`config.mk`:
```
export PLATFORM = sky130hd
export DESIGN_NAME = apple_eat_detector
export DESIGN_NICKNAME = d
export VERILOG_FILES = /design/src/rtl/snake_pkg.sv /design/src/rtl/row_priority_enc.sv /design/src/rtl/apple_eat_detector.sv
export SDC_FILE = /design/constraint.sdc
export NUM_CORES = 1
export LEC_CHECK = 0
export ABC_AREA = 1
export BUFFER_PORTS_ARGS = -buffer_cell sky130_fd_sc_hd__buf_2
export CORE_MARGIN = 2
export CORE_UTILIZATION = 49
export DETAILED_ROUTE_END_ITERATION = 10
export PLACE_DENSITY = 0.81
export SLEW_MARGIN = 5
export SYNTH_ARGS = -nofsm -noshare
export SYNTH_HDL_FRONTEND = slang
export SYNTH_HIERARCHICAL = 1
export SYNTH_SLANG_ARGS = --single-unit
```
`constraint.sdc`:
```
create_clock -name clk -period 3 [get_ports clk]
set_input_delay 0.15 -clock clk [delete_from_list [all_inputs] [get_ports clk]]
set_output_delay 0.15 -clock clk [all_outputs]
set_load 0.02 [all_outputs]
```
`src/rtl/snake_pkg.sv`:
```
// Shared snake-game types: grid geometry, coordinate/bitmap typedefs and apple detector states.
package snake_pkg;

    localparam int GRID_DIM = 16;

    typedef logic [3:0] coord_t;
    typedef logic [GRID_DIM-1:0][GRID_DIM-1:0] grid_t;

    typedef enum logic [1:0] {
        SCAN     = 2'd0,
        ARMED    = 2'd1,
        WAIT_NEW = 2'd2
    } apple_state_t;

endpackage

```
`src/rtl/row_priority_enc.sv`:
```
// Lowest-set-bit priority encoder; used for the column search and the fast-mode row search.
module row_priority_enc
    import snake_pkg::*;
#(
    parameter int W = GRID_DIM
) (
    input  logic [W-1:0]         i_vec,
    output logic [$clog2(W)-1:0] o_idx,
    output logic                 o_any
);

    localparam int IW = $clog2(W);

    // Walk downwards so the lowest set bit is the last one written.
    always_comb begin
        o_idx = '0;
        for (int i = W - 1; i >= 0; i--) begin
            if (i_vec[i]) begin
                o_idx = IW'(i);
            end
        end
    end

    assign o_any = |i_vec;

endmodule

```
`src/rtl/apple_eat_detector.sv`:
```
// Decodes the one-hot apple bitmap, detects the snake head eating it and keeps a saturating score.
// Build option: define APPLE_SCAN_FAST_EN for a single-cycle full-grid decode instead of the row scan.
module apple_eat_detector
    import snake_pkg::*;
#(
    parameter int GRID        = GRID_DIM,
    parameter int SCORE_W     = 6,
    parameter int WAIT_CYCLES = 4
) (
    input  logic                            clk,
    input  logic                            reset,
    input  logic                            enable,
    input  logic                            died,
    input  logic [GRID-1:0][GRID-1:0]       red_pixels,
    input  logic [$clog2(GRID)-1:0]         head_row,
    input  logic [$clog2(GRID)-1:0]         head_col,
    input  logic                            head_valid,
    output logic                            win,
    output logic [$clog2(GRID)-1:0]         apple_row,
    output logic [$clog2(GRID)-1:0]         apple_col,
    output logic                            apple_valid,
    output logic [SCORE_W-1:0]              score,
    output logic                            score_full
);

    localparam int CW = $clog2(GRID);
    localparam logic [SCORE_W-1:0] SCORE_MAX = '1;
    localparam logic [3:0] WAIT_INIT = 4'(WAIT_CYCLES);

    function automatic logic [SCORE_W-1:0] sat_inc(input logic [SCORE_W-1:0] v);
        return (v == SCORE_MAX) ? v : v + 1'b1;
    endfunction

    function automatic logic [CW-1:0] next_row(input logic [CW-1:0] r);
        return (r == CW'(GRID - 1)) ? '0 : r + 1'b1;
    endfunction

    apple_state_t r_state, w_state_nxt;
    logic [CW-1:0]      r_row, w_row_nxt;
    logic               r_win, w_win_nxt;
    logic [CW-1:0]      r_apple_row, w_arow_nxt;
    logic [CW-1:0]      r_apple_col, w_acol_nxt;
    logic               r_apple_valid, w_avalid_nxt;
    logic [SCORE_W-1:0] r_score, w_score_nxt;
    logic [3:0]         r_wait, w_wait_nxt;

    logic [CW-1:0] w_scan_row;
    logic [CW-1:0] w_scan_col;
    logic          w_col_any;
    logic          w_scan_hit;

`ifdef APPLE_SCAN_FAST_EN
    logic [GRID-1:0] w_row_any;
    logic            w_row_hit;

    for (genvar g = 0; g < GRID; g++) begin : g_row_any
        assign w_row_any[g] = |red_pixels[g];
    end

    row_priority_enc #(.W(GRID)) u_row_enc (
        .i_vec (w_row_any),
        .o_idx (w_scan_row),
        .o_any (w_row_hit)
    );

    assign w_scan_hit = w_row_hit & w_col_any;
`else
    assign w_scan_row = r_row;
    assign w_scan_hit = w_col_any;
`endif

    row_priority_enc #(.W(GRID)) u_col_enc (
        .i_vec (red_pixels[w_scan_row]),
        .o_idx (w_scan_col),
        .o_any (w_col_any)
    );

    logic w_apple_present;
    logic w_head_hit;

    assign w_apple_present = red_pixels[r_apple_row][r_apple_col];
    assign w_head_hit      = head_valid && (head_row == r_apple_row) && (head_col == r_apple_col);

    always_comb begin
        w_state_nxt  = r_state;
        w_row_nxt    = r_row;
        w_win_nxt    = 1'b0;
        w_arow_nxt   = r_apple_row;
        w_acol_nxt   = r_apple_col;
        w_avalid_nxt = r_apple_valid;
        w_score_nxt  = r_score;
        w_wait_nxt   = r_wait;
        if (enable) begin
            case (r_state)
                SCAN: begin
                    if (w_scan_hit) begin
                        w_arow_nxt   = w_scan_row;
                        w_acol_nxt   = w_scan_col;
                        w_avalid_nxt = 1'b1;
                        w_row_nxt    = '0;
                        w_state_nxt  = ARMED;
                    end else begin
                        w_row_nxt = next_row(r_row);
                    end
                end
                // Death and relocation both outrank a same-cycle head match.
                ARMED: begin
                    if (died || !w_apple_present) begin
                        w_avalid_nxt = 1'b0;
                        w_row_nxt    = '0;
                        w_state_nxt  = SCAN;
                    end else if (w_head_hit) begin
                        w_win_nxt    = 1'b1;
                        w_score_nxt  = sat_inc(r_score);
                        w_avalid_nxt = 1'b0;
                        w_wait_nxt   = WAIT_INIT;
                        w_state_nxt  = WAIT_NEW;
                    end
                end
                WAIT_NEW: begin
                    if (died || r_wait <= 4'd1) begin
                        w_wait_nxt  = '0;
                        w_row_nxt   = '0;
                        w_state_nxt = SCAN;
                    end else begin
                        w_wait_nxt = r_wait - 1'b1;
                    end
                end
                default: begin
                    w_row_nxt   = '0;
                    w_state_nxt = SCAN;
                end
            endcase
        end
    end

    always_ff @(posedge clk) begin
        if (reset) begin
            r_state       <= SCAN;
            r_row         <= '0;
            r_win         <= 1'b0;
            r_apple_row   <= '0;
            r_apple_col   <= '0;
            r_apple_valid <= 1'b0;
            r_score       <= '0;
            r_wait        <= '0;
        end else begin
            r_state       <= w_state_nxt;
            r_row         <= w_row_nxt;
            r_win         <= w_win_nxt;
            r_apple_row   <= w_arow_nxt;
            r_apple_col   <= w_acol_nxt;
            r_apple_valid <= w_avalid_nxt;
            r_score       <= w_score_nxt;
            r_wait        <= w_wait_nxt;
        end
    end

    assign win         = r_win;
    assign apple_row   = r_apple_row;
    assign apple_col   = r_apple_col;
    assign apple_valid = r_apple_valid;
    assign score       = r_score;
    assign score_full  = (r_score == SCORE_MAX);

endmodule

```
==> metrics.txt <==
CTS max path bufs=2; synthesized flop and latch total=26; Design Area, Final=7910 um2; Synth area leaders=nand2_1, nand3_1, dfxtp_1; CTS tree=yes; leakage=4.06 nW; initial antenna violation count=1; Hold WC Path Type=in2reg; Syn Inst Count=1275; remaining antenna violation count after routing=0; FP Rows=41; VDD IR max=0.000324 V; EDFF count, synth=0; vias post-DR=10400; floorplan core area=12600 um2; WL final=30000 um; CP endpoint kind=flip-flop; Post-DP Area=7790 um2; max cap viols=0; Post-synth top flop=dfxtp_1; Final Total Pwr=1.79 mW; first-pass GRT wire length=45500 um; setup_tns=0 ns; post-DP HPWL=22000 um; top layer in use=met4; worst slew pin tran=0.866 ns; Period minus WS final=2.78 ns; CTS hold repair buffers=0; met2 WL=13300 um; die extent in y=117 um; area grow syn2layout=26.2%; setup violators final=0; Startpoint Class=flip-flop; number of I/O port buffers=285; largest net degree at the start of global routing=104; CP arrival=2.94 ns; cell taking the most area after synthesis=nand2_1; post-synthesis sequential area ratio=8.31%; worst path required time=3.15 ns; Starting Density=49.8%; Die ar.=13700 um2; worst rel slew slack=41.9%; vias per cell=6.20; DR pass1 iterations=6; Initial DRC Count=2190; die width=117 um; clk_skew=0.00446 ns; Setup WS post-layout=0.218 ns; Synth Area per Inst=4.91 um2; status=complete, no violations; unrepaired setup endpoints after global routing=false; clock transition at the registers of the reported paths=0.07 ns; Yosys warning count=6; Syn Nets=1548; max-slew violations=0; leading cell types in the layout, fill and taps excluded=nand2_1, buf_2, nand3_1; Fmax=0.359 GHz; Setup Crit Path Kind=reg2reg; Async S/R FF share, synth=0%; most common cell after layout, fill and taps aside=nand2_1; DRC viols=0; Synth top area share=26.1%; H-Tree Depth=1; Top Ports=286; Yosys cell types=36; Worst path slowest cell=dfxtp_4; Sink Count=26; WHS=0.153 ns; fraction of layout cells with a size suffix above 1=23.7%; CP Cell Sequence=clkinv_2, buf_12, o21ai_0, o22ai_1, o21ai_0, nand2_1, inv_1, nand4_1, nor4_2, nand2_1, nor2_1, buf_4, nor2_1, nand2_1, inv_1, a21oi_1, nor2_1; CTS Root Cell=clkbuf_16; Worst-Skew Late Latency=0.26 ns; dpl ws=0.119 ns; Nets=1771; post-route clock period utilization=92.7%; final hold vios=0; gr usage total=41.6%; crit path max fanout=86; mapped cell area=6260 um2; max incr delay on CP=0.38 ns; met1 WL=11200 um; residual overflow from global routing=0; GP Congestion=1.02; number of global-route vias before repair=9010; pwr dens=226 nW/um2; met3 WL=3790 um; CTS Buf Count=3; drt wl/cell=17.9 um
power by group:
part / internal [mW] / total (mW) / switching, mW
combinational: 0.400 / 1.08 / 0.680
clock: 0.204 / 0.331 / 0.126
sequential: 0.360 / 0.379 / 0.0196
flip-flops by register name (all words and copies together), names as in the netlist:
register	count
apple_col	4
apple_row	4
apple_valid	1
r_row	4
r_state	2
r_wait	4
score	6
win	1
cells in the mapped netlist, types with 2 or more instances:
cell / count
clkinv_1: 2
a21oi_1: 62
nor4_1: 3
nor2_1: 105
or2_2: 3
buf_4: 16
clkbuf_1: 52
o22ai_1: 22
o21ai_0: 101
nand3_1: 278
dfxtp_1: 26
buf_1: 8
nand2_1: 436
buf_2: 27
inv_1: 43
ha_1: 4
a221oi_1: 20
or2_1: 2
nor3_1: 10
o221ai_1: 12
nand4_1: 18
xor2_1: 3
nand2_4: 2
inv_2: 8
cell families after synthesis:
family | synth area share [%]
and+or+nand+nor | 59.0
AOI/OAI and AO/OA | 20.3
buffers and inverters | 11.0
DFF | 8.31
xor gates and xnor gates | 0.559
adders and majority gates | 0.799
worst max-delay path, delay by kind of cell (launching register included):
family / cells / cell delay [ns]
flops: 1 / 0.38
buf+inv: 5 / 0.60
compound gates: 4 / 0.64
simple gates: 8 / 1.01
stage by stage:
stage	util, %	instances
detailed placement	62.0	1665
finish	62.9	1670
global placement	62.0	1665
floorplan	-	1275
CTS	62.7	1669
global route	62.9	1669
per-layer routing:
layer | vias to the layer above | GRT usage, %
li1 | 4784 | -
met4 | 0 | 20.9
met2 | 854 | 66.4
met3 | 168 | 8.96
met1 | 4554 | 53.0
met5 | - | 0
final cells by class:
class,count,area [um2]
antenna,1,2.50
clock buffer,4,88.8
fill,1289,4660
inverter,53,209
multi-input combinational,1092,5060
sequential,26,536
tap,172,215
timing repair buffer,322,1790
worst paths after layout:
check,to,depth (start not counted),slack (ns),startpoint
worst min register to register,apple_valid$_SDFFE_PP0P_,2,0.49,apple_valid$_SDFFE_PP0P_
worst max-delay path,r_state[1]$_SDFFE_PP0P_,17,0.22,r_row[0]$_SDFFE_PP0P_
worst max register to register,r_state[1]$_SDFFE_PP0P_,17,0.22,r_row[0]$_SDFFE_PP0P_
worst min-delay path,r_row[0]$_SDFFE_PP0P_,2,0.15,reset
repair_timing:
item                       4_1_cts  5_1_grt
buffers inserted                 0        0
setup endpoints to repair        0       15
resized for setup                0       13
(Power assumes the default switching activity.)
